[config.mk]
export PLATFORM = sky130hd
export DESIGN_NAME = morse_beeper
export DESIGN_NICKNAME = d
export VERILOG_FILES = /design/src/rtl/morse_beeper.sv
export SDC_FILE = /design/constraint.sdc
export NUM_CORES = 1
export LEC_CHECK = 0
export ABC_CLOCK_PERIOD_IN_PS = 2600
export BUFFER_PORTS_ARGS = -buffer_cell sky130_fd_sc_hd__buf_2
export CAP_MARGIN = 15
export CORE_MARGIN = 2
export CORE_UTILIZATION = 45
export DETAILED_ROUTE_END_ITERATION = 7
export PLACE_DENSITY_LB_ADDON = 0.15
export SLEW_MARGIN = 20
export SYNTH_ARGS = -nofsm -noshare
export SYNTH_HDL_FRONTEND = slang
export SYNTH_SLANG_ARGS = --single-unit
[constraint.sdc]
create_clock -name clk -period 2.6 [get_ports clk]
set_clock_uncertainty 0.05 [all_clocks]
set_input_delay 0.13 -clock clk [delete_from_list [all_inputs] [get_ports clk]]
set_output_delay 0.13 -clock clk [all_outputs]
set_load 0.05 [all_outputs]
[src/rtl/morse_beeper.sv]
`default_nettype none
// +--------------------------------------------------------------------------+
// | morse_beeper: Morse slot sequencer driving a square-wave buzzer output.  |
// | Optional loop mode: define MORSE_BEEP_REPEAT_EN.           Revision 1.0  |
// +--------------------------------------------------------------------------+
module morse_beeper #(
   parameter int MAX_BITS  = 75,
   parameter int LEN_W     = 7,
   parameter int UNIT_CYC  = 20_000_000,
   parameter int TONE_HALF = 50_000
) (
   input  logic                clk,
   input  logic                rst_n,
   input  logic                i_start,
   input  logic                i_stop,
   input  logic [MAX_BITS-1:0] i_pattern,
   input  logic [LEN_W-1:0]    i_len,
`ifdef MORSE_BEEP_REPEAT_EN
   input  logic                i_repeat,
`endif
   output logic                o_busy,
   output logic                o_done,
   output logic [LEN_W-1:0]    o_bit_idx,
   output logic                o_beep
);

   localparam int c_UNIT_W = (UNIT_CYC > 1) ? $clog2(UNIT_CYC) : 1;
   localparam int c_TONE_W = (TONE_HALF > 1) ? $clog2(TONE_HALF) : 1;
   localparam logic [c_UNIT_W-1:0] c_UNIT_LAST = c_UNIT_W'(UNIT_CYC - 1);
   localparam logic [c_TONE_W-1:0] c_TONE_LAST = c_TONE_W'(TONE_HALF - 1);
   localparam logic [LEN_W-1:0]    c_MAX_LEN   = LEN_W'(MAX_BITS);

   typedef enum logic [0:0] {
      S_IDLE = 1'b0,
      S_PLAY = 1'b1
   } state_t;

   state_t              r_state;
   logic [MAX_BITS-1:0] r_pat;
   logic [LEN_W-1:0]    r_len;
   logic [LEN_W-1:0]    r_bit_idx;
   logic [c_UNIT_W-1:0] r_unit_cnt;
   logic [c_TONE_W-1:0] r_tone_cnt;
   logic                r_tone;
   logic                r_busy;
   logic                r_done;

   logic                w_repeat;
   logic                w_len_ok;
   logic                w_unit_end;
   logic                w_last_slot;
   logic [MAX_BITS-1:0] w_pat_sh;

`ifdef MORSE_BEEP_REPEAT_EN
   assign w_repeat = i_repeat;
`else
   assign w_repeat = 1'b0;
`endif

   assign w_len_ok    = (i_len != '0) && (i_len <= c_MAX_LEN);
   assign w_unit_end  = (r_unit_cnt == c_UNIT_LAST);
   assign w_last_slot = (r_bit_idx == (r_len - LEN_W'(1)));

   always_ff @(posedge clk or negedge rst_n) begin
      if (!rst_n) begin
         r_state    <= S_IDLE;
         r_pat      <= '0;
         r_len      <= '0;
         r_bit_idx  <= '0;
         r_unit_cnt <= '0;
         r_tone_cnt <= '0;
         r_tone     <= 1'b0;
         r_busy     <= 1'b0;
         r_done     <= 1'b0;
      end else begin
         r_done <= 1'b0;
         case (r_state)
            S_IDLE: begin
               if (i_start) begin
                  if (w_len_ok) begin
                     r_pat      <= i_pattern;
                     r_len      <= i_len;
                     r_bit_idx  <= '0;
                     r_unit_cnt <= '0;
                     r_tone_cnt <= '0;
                     r_tone     <= 1'b1;
                     r_busy     <= 1'b1;
                     r_state    <= S_PLAY;
                  end else begin
                     r_done <= 1'b1;
                  end
               end
            end
            S_PLAY: begin
               if (i_stop) begin
                  // Abort beats a coinciding end-of-pattern, so no done here.
                  r_state    <= S_IDLE;
                  r_busy     <= 1'b0;
                  r_bit_idx  <= '0;
                  r_unit_cnt <= '0;
                  r_tone_cnt <= '0;
                  r_tone     <= 1'b0;
               end else begin
                  if (r_tone_cnt == c_TONE_LAST) begin
                     r_tone_cnt <= '0;
                     r_tone     <= ~r_tone;
                  end else begin
                     r_tone_cnt <= r_tone_cnt + c_TONE_W'(1);
                  end

                  if (w_unit_end) begin
                     r_unit_cnt <= '0;
                     if (w_last_slot) begin
                        r_bit_idx <= '0;
                        if (!w_repeat) begin
                           r_state    <= S_IDLE;
                           r_busy     <= 1'b0;
                           r_done     <= 1'b1;
                           r_tone_cnt <= '0;
                           r_tone     <= 1'b0;
                        end
                     end else begin
                        r_bit_idx <= r_bit_idx + LEN_W'(1);
                     end
                  end else begin
                     r_unit_cnt <= r_unit_cnt + c_UNIT_W'(1);
                  end
               end
            end
            default: r_state <= S_IDLE;
         endcase
      end
   end

   // Shift rather than index so slot indices past MAX_BITS read as silent.
   assign w_pat_sh  = r_pat >> r_bit_idx;

   assign o_busy    = r_busy;
   assign o_done    = r_done;
   assign o_bit_idx = r_bit_idx;
   assign o_beep    = r_busy & r_tone & w_pat_sh[0];

endmodule
`default_nettype wire

==> results of run 1 <==
==> critical path, stage by stage, from the launching register on <==
cell     delay, ps
dfrtp_2        370
buf_12         150
mux4_2         510
mux4_2         490
mux2i_2        210
nor4_2          60
a21oi_2        160
o41ai_4        100
buf_6          170
==> what timing repair did <==
item	4_1_cts	5_1_grt
setup buffers	1	0
endpoints found under the hold margin	117	0
setup endpoints to repair	1	1
hold buffers	84	0
gates resized for setup	3	1
==> metrics by stage <==
step	setup slack, ps	TNS, ps	instances
2_1_floorplan	18.50	0	563
6_report	-238.7	-238.7	965
4_1_cts	-259.2	-259.2	965
5_1_grt	-324.4	-324.4	965
3_5_place_dp	48.98	0	849
3_3_place_gp	111.8	0	849
==> state kept, by name, indices dropped and copies added (netlist names) <==
signal      flops
o_done          1
r_len           7
r_unit_cnt     25
r_state         1
r_tone_cnt     16
o_busy          1
r_tone          1
o_bit_idx       7
r_pat          75
==> cell type report <==
cell class	instances	area, sq um
clock buffer	18	439.2
fill	1079	5446
clock inverter	13	123.9
tap	184	230.2
inverter	12	45.04
timing repair buffer	218	1705
sequential	134	3356
multi-input combinational	386	3243
==> cells in the final DEF, fill, tap and decap left out, types with 4 or more instances in the layout <==
master / netlist / routed
nand3_1: 27 / 27
ha_1: 4 / 4
nor4b_1: 4 / 4
xor2_1: 18 / 18
buf_4: 0 / 33
nand4_1: 15 / 15
xnor2_1: 9 / 9
dlygate4sd3_1: 0 / 84
a21oi_1: 14 / 13
o31ai_1: 6 / 6
mux2_2: 79 / 79
inv_1: 12 / 12
inv_6: 0 / 4
nand2_1: 37 / 37
buf_2: 12 / 93
dfrtp_1: 134 / 132
o211ai_1: 4 / 4
mux4_2: 22 / 22
buf_12: 0 / 7
and3_1: 8 / 8
a31oi_1: 14 / 14
nor3_1: 8 / 8
mux2i_1: 6 / 5
nor2_1: 26 / 25
clkbuf_16: 0 / 17
o21ai_0: 25 / 25
a21o_1: 4 / 4
==> synthesized netlist by cell type (all sizes together) (4+ instances only) <==
cell type  number  area, sq um
nor3            8        40.04
a31oi          15        100.1
nor4            4        25.02
o21ai          26        130.1
o211ai          5        42.54
nor2           27        103.9
or4             4        33.78
xor2           18        157.7
mux4           22        495.5
inv            12        45.04
nand2          38        145.1
nand3          29        155.2
a21oi          16        95.10
ha              4        50.05
buf            15        93.84
mux2           79        889.6
and3            8        50.05
mux2i           6        60.06
dfrtp         134         3353
nand4          15        93.84
xnor2           9        78.83
nor4b           4        35.03
o31ai           7        57.55
clkbuf         16        60.06
a21o            4        30.03
==> metal layers <==
layer / part of all wire (%) / global-route usage [%] / wire length (um) / vias to the layer above
li1: - / - / - / 2513
met1: 41 / 27.20 / 7044 / 2670
met2: 52 / 39.70 / 8889 / 133
met3: 4.2 / 5.399 / 714 / 29
met4: 2.0 / 7.757 / 337 / 0
met5: 0 / 0 / 0 / -
==> logic make-up (layout without fill, tap and decap cells) <==
kind of cell / Yosys count / in the layout / share of synthesized area [%]
buf+inv: 43 / 261 / 2.945
compound gates: 91 / 91 / 9.095
xor+xnor: 28 / 28 / 3.834
simple gates: 156 / 156 / 12.35
mux: 107 / 107 / 21.39
fa+ha+maj: 4 / 4 / 0.7409
flops: 134 / 134 / 49.64
==> where the power goes <==
group	total (mW)	switching, mW	internal (mW)
Combinational	1.38	0.573	0.808
Sequential	2.67	0.240	2.43
Clock	2.29	0.950	1.34
==> path summary, 6_finish.rpt <==
kind | from | to | slack, ps | cells past startpoint
max | o_bit_idx[0] | o_beep | -240 | 8
min | i_start | o_done | 80 | 4
max reg2reg | r_unit_cnt[0] | o_bit_idx[5] | 180 | 7
min reg2reg | r_pat[69] | r_pat[69] | 460 | 1
max in group asynchronous | rst_n | o_bit_idx[0] | 1570 | 3
min in group asynchronous | rst_n | r_unit_cnt[14] | 160 | 2
==> run metrics, run 1 <==
Avg Cell Area, Syn 12.00 sq um; clk sink count 134; Syn Inst Count 563; IO Port Bufs 95; Distinct cells, synth 65; antenna violations before repair 0; worst hold path class in -> reg; grt total ovfl 0; DR iter-0 viols 316; Post-DP HPWL 11,720 um; die area 16,010 sq um; Post-DRT Antenna Nets 0; worst slew pin tran 794.9 ps; max_slew headroom 46.76%; Worst VDD drop 0.4823 mV; Clock Latency Late Sink 430 ps; Period Utilization, post-route 109.2%; status finished, violations left; Layout area overhead 35.34%; Post-synth EDFFs 0; yosys warns 0; final instance area 9143 sq um; endpoints failing setup 1; first-pass GRT wire length 28,540 um; maxcap violations 0; Hold Slack 80.52 ps; largest net degree at the start of global routing 47; ys async rst share 100.0%; synthesized cell area 6755 sq um; RD Place Congestion 0.8252; GRT Util Overall 22.58%; placed instance area 7702 sq um; starting density of the core 46.30%; row cnt 44; DIE HEIGHT 126.5 um; Top Ports 96; Critical Setup Path Class reg -> out; drt drc 0; vias per inst 5.539; share of layout cells above drive strength 1 36.88%; crit start category flip-flop; worst-path fanout max 9; Worst Path Required 2420 ps; Fmax achieved 352.3 MHz; PwrDens 694.4 nW/um^2; Net count, final 859; WL/cell 17.60 um; CTS HTree Levels 4; deepest clock path buffer count 2; final setup margin -238.7 ps; Clock transition at path regs 60 ps; Leak 3.888 nW; CTS root buf clkbuf_16; CTS tree yes; WP data arrival 2660 ps; dominant synthesized flop cell dfrtp_1; final hold vios 0; Seq/Total Area, Yosys 49.64%; max-slew violation count 0; drt total wl 16,990 um; Diodes inserted 0; cts bufs inserted 17; First-pass DRT Iterations 4; critical path capture point type output pin; CORE AREA 14,590 sq um; total chip power 6.349 mW; Die W 126.5 um; Core Util, Final 62.67%; Syn Nets 653; RSZ-0062 raised after global routing true; Seq cells post-synth 134; number of global-route vias before repair 5,704; fin crit period 2839 ps; DR vias 5,345; failing checks negative setup slack
No activity file was read; power rests on OpenSTA's default activity.
==> run 2: changes to the inputs <==
--- a/config.mk
+++ b/config.mk
@@ -5,14 +5,13 @@
 export SDC_FILE = /design/constraint.sdc
 export NUM_CORES = 1
 export LEC_CHECK = 0
-export ABC_CLOCK_PERIOD_IN_PS = 2600
+export ABC_CLOCK_PERIOD_IN_PS = 2310
 export BUFFER_PORTS_ARGS = -buffer_cell sky130_fd_sc_hd__buf_2
 export CAP_MARGIN = 15
 export CORE_MARGIN = 2
 export CORE_UTILIZATION = 45
 export DETAILED_ROUTE_END_ITERATION = 7
 export PLACE_DENSITY_LB_ADDON = 0.15
-export SLEW_MARGIN = 20
 export SYNTH_ARGS = -nofsm -noshare
 export SYNTH_HDL_FRONTEND = slang
 export SYNTH_SLANG_ARGS = --single-unit
==> constraint.sdc (replaced) <==
create_clock -name clk -period 2.31 [get_ports clk]
set_clock_uncertainty 0.05 [all_clocks]
set_input_delay 0.1155 -clock clk [delete_from_list [all_inputs] [get_ports clk]]
set_output_delay 0.1155 -clock clk [all_outputs]
set_load 0.05 [all_outputs]
==> run metrics, run 2 (synthesis gave the netlist of run 1 again) <==
Top Ports 96; WL/cell 17.76 um; Worst VDD drop 0.5428 mV; clk sink count 134; failing checks negative setup slack; dpl ws -290.9 ps; endpoints failing setup 1; worst hold path class in -> reg; deepest clock path buffer count 2; RSZ-0062 raised after global routing true; Die W 126.5 um; most frequent cells in the layout 131 x dfrtp_1, 94 x buf_2, 84 x dlygate4sd3_1; IO Port Bufs 95; CP max stage cell mux4_2; RD Place Congestion 0.8021; RR Startpoint r_len[1]; Clock Latency Late Sink 420 ps; hold_sp i_start; Post-DRT Antenna Nets 0; largest register by flop count r_pat; DIE HEIGHT 126.5 um; drt total wl 17,740 um; CORE AREA 14,590 sq um; row cnt 44; worst slew pin tran 602.2 ps; Clock transition at path regs 60 ps; max-slew violation count 0; die area 16,010 sq um; final hold vios 0; vias per inst 5.555; Inst Count DP 874; Period Utilization, post-route 124.2%; Post-DP HPWL 11,640 um; critical path capture point type output pin; CTS tree yes; starting density of the core 46.30%; share of layout cells above drive strength 1 41.47%; max FFs per register 75; max_slew headroom 59.48%; status finished, violations left; largest net degree at the start of global routing 66; CTS root buf clkbuf_16; cts bufs inserted 17; crit start category flip-flop; Layout area overhead 41.34%; final setup margin -559.8 ps; Worst Path Required 2140 ps; CTS HTree Levels 4; FF+latch area 3357 sq um; PwrDens 759.1 nW/um^2; DR iter-0 viols 331; crit path from o_bit_idx[0]; commonest non-fill, non-tap cell in the layout dfrtp_1; First-pass DRT Iterations 5; multi-input gate area in the final layout 3376 sq um; number of global-route vias before repair 5,936; Critical Setup Path Class reg -> out; Non-Filler Instances 999; Net count, final 892; Diodes inserted 0; CP cell instances clkbuf_16, mux4_2, mux4_2, mux2i_2, nor4_2, a21oi_2, o41ai_4, buf_6; worst-path fanout max 4; maxcap violations 0; Leak 4.066 nW; drt drc 0; DR vias 5,549; Largest regs r_pat (75), r_unit_cnt (25), r_tone_cnt (16); antenna violations before repair 0; first-pass GRT wire length 29,360 um; WP data arrival 2700 ps; CP most frequent cell mux4_2; fin crit period 2870 ps; Fmax achieved 348.5 MHz; Critical Path Max Stage Delay 490 ps; grt total ovfl 0; Layout fillers 1,079; GRT Util Overall 23.01%
run 2: changes by cell type in the layout (fill, tap and decap cells not counted), sizes merged:
cell      change
clkinvlp      -1
inv           -1
clkinv        +2
clkbuf        +2
buf          +32
run 2: where the power goes:
| group | internal, mW | total [mW] | switching (mW) |
|---|---|---|---|
| combinational | 0.985 | 1.68 | 0.690 |
| clock | 1.49 | 2.57 | 1.08 |
| sequential | 2.74 | 3.00 | 0.260 |
run 2: metrics by stage:
stage	area (sq um)	TNS (ps)	hold WS (ps)	util, %	total power [mW]
after floorplan	6809	-194.4	-230.1	-	3.976
after CTS	9375	-538.0	77.80	64.26	7.229
after global routing	9548	-1452	107.1	65.45	7.591
after detailed placement	7873	-3644	101.6	53.96	4.486
final	9548	-559.8	86.03	65.45	7.248
after global placement	7873	-1043	96.19	53.96	4.433
run 2: worst paths after layout:
check	endpoint	slack, ps	cells past startpoint
worst max register to register	r_tone_cnt[2]	40	10
worst min-delay path	o_done	90	4
worst min register to register	r_pat[48]	450	1
worst max-delay path	o_beep	-560	8
min in group asynchronous	r_unit_cnt[18]	210	2
max in group asynchronous	r_tone	1250	3
run 2: final cells by class:
class	instances	area share, %
clock buffer	19	4.534
clock inverter	13	1.310
inverter	12	0.4718
multi-input combinational	386	35.36
sequential	134	35.16
tap	184	2.411
timing repair buffer	251	20.76
run 2: what timing repair did:
| item | CTS | global route |
|---|---|---|
| endpoints found under the setup margin | 26 | 28 |
| gates resized for setup | 11 | 24 |
| hold endpoints to repair | 144 | 0 |
| setup buffers | 5 | 2 |
| cloned | 0 | 2 |
| pin swaps | 6 | 9 |
| hold buffers | 84 | 0 |
run 2: layer usage:
| layer | vias up | GRT usage [%] | part of all wire, % |
|---|---|---|---|
| li1 | 2584 | - | - |
| met1 | 2830 | 28.73 | 43 |
| met2 | 120 | 40.52 | 53 |
| met3 | 15 | 5.061 | 3.4 |
| met4 | 0 | 6.141 | 1.0 |
| met5 | - | 0 | 0 |
run 2: worst max-delay path: cells and delay by family (launching register included):
family          cells  cell delay [ps]
compound gates      2              260
buf+inv             2              330
flops               1              430
mux                 3             1200
simple gates        1               60
==> run 3: changes to the inputs <==
--- a/config.mk
+++ b/config.mk
@@ -12,6 +12,7 @@
 export CORE_UTILIZATION = 45
 export DETAILED_ROUTE_END_ITERATION = 7
 export PLACE_DENSITY_LB_ADDON = 0.15
+export REMOVE_ABC_BUFFERS = 1
 export SYNTH_ARGS = -nofsm -noshare
 export SYNTH_HDL_FRONTEND = slang
 export SYNTH_SLANG_ARGS = --single-unit
==> run metrics, run 3 (synthesis gave the netlist of run 1 again) <==
Top Ports 96; Non-Filler Instances 986; CTS tree yes; First-pass DRT Iterations 4; CORE AREA 14,590 sq um; die area 16,010 sq um; cts bufs inserted 17; Min-Delay Path Depth 4; RD Place Congestion 0.8444; worst-path fanout max 13; starting density of the core 46.30%; CTS HTree Levels 4; share of layout cells above drive strength 1 39.90%; Layout area overhead 40.04%; GRT Util Overall 22.87%; Inst Count DP 859; CTS root buf clkbuf_16; final hold vios 0; Clock transition at path regs 60 ps; max FFs per register 75; final setup margin -450.5 ps; drt total wl 17,590 um; RSZ-0062 raised after global routing true; Largest regs r_pat (75), r_unit_cnt (25), r_tone_cnt (16); PwrDens 778.7 nW/um^2; Worst Path Required 2140 ps; maxcap violations 0; endpoints failing setup 5; drt drc 0; grt total ovfl 0; first-pass GRT wire length 29,090 um; Period Utilization, post-route 119.5%; Net count, final 879; Fmax achieved 362.3 MHz; setup TNS -472.6 ps; Post-DP HPWL 11,370 um; Leak 4.031 nW; number of global-route vias before repair 5,762; Critical Setup Path Class reg -> out; WP data arrival 2590 ps; DR iter-0 viols 371; Post-DRT Antenna Nets 0; final instance area 9460 sq um; worst slew pin tran 585.1 ps; max_slew headroom 60.99%; crit start category flip-flop; worst hold path class in -> reg; Die W 126.5 um; row cnt 44; DR vias 5,473; reg2reg path depth 10; clk sink count 134; worst reg2reg setup slack -10 ps; vias per inst 5.551; WL/cell 17.84 um; Diodes inserted 0; largest register by flop count r_pat; largest net degree at the start of global routing 45; Clock Latency Late Sink 420 ps; most frequent cells in the layout 133 x dfrtp_1, 93 x buf_2, 84 x dlygate4sd3_1; status finished, violations left; deepest clock path buffer count 2; Worst VDD drop 0.6363 mV; critical path capture point type output pin; DIE HEIGHT 126.5 um; placed instance area 7752 sq um; Hold Slack 64.52 ps; max-slew violation count 0; antenna violations before repair 0; failing checks negative setup slack; dpl ws -54.40 ps; commonest non-fill, non-tap cell in the layout dfrtp_1; fin crit period 2760 ps; IO Port Bufs 95
-- run 3: changes by cell type in the layout (fill, tap and decap cells not counted), sizes merged --
cell    before  now
inv         15   19
clkinv       7    3
buf        166  152
bufinv       1    2
-- run 3: worst max-delay path, stage by stage, from the launching register on --
cell     delay (ps)
dfrtp_1         400
buf_12          170
buf_4           120
mux4_2          520
mux4_2          480
mux2i_1         180
o41ai_1          90
buf_4           200
-- run 3: cell type report --
cell class	count	area, sq um
Sequential cell	134	3354
Multi-Input combinational cell	386	3348
Clock inverter	14	162.7
Fill cell	1128	5129
Clock buffer	18	429.2
Tap cell	184	230.2
Inverter	12	45.04
Timing Repair Buffer	238	1891
-- run 3: worst paths after layout --
| path | end | start |
|---|---|---|
| worst max-delay path | o_beep | o_bit_idx[0] |
| worst min-delay path | o_done | i_start |
| worst max register to register | r_tone_cnt[2] | r_len[1] |
| worst min register to register | r_pat[10] | r_pat[10] |
| max in group asynchronous | o_bit_idx[1] | rst_n |
| min in group asynchronous | r_tone_cnt[11] | rst_n |
-- run 3: timing repair --
action | in CTS | in global routing
hold endpoints to repair | 123 | 0
hold buffers | 84 | 0
endpoints found under the setup margin | 4 | 20
buffers inserted | 0 | 8
gates cloned | 0 | 3
gates resized for setup | 5 | 21
pin swaps | 1 | 13
-- run 3: report_power, final --
part / internal, mW / switching [mW]
Sequential: 2.74 / 0.253
Combinational: 0.965 / 0.686
Clock: 1.62 / 1.11
-- run 3: metrics by stage --
| stage | total power [mW] | utilization, % |
|---|---|---|
| after CTS | 7.336 | 63.11 |
| after detailed placement | 4.469 | 53.14 |
| after global placement | 4.400 | 53.14 |
| after global routing | 7.718 | 64.85 |
| after floorplan | 3.929 | - |
| final | 7.366 | 64.85 |
-- run 3: metal layers --
metal	up-vias	track usage [%]	share of wire, %
met4	0	6.917	1.8
li1	2558	-	-
met2	164	37.87	51
met3	29	5.736	4.7
met5	-	0	0
met1	2722	29.84	43
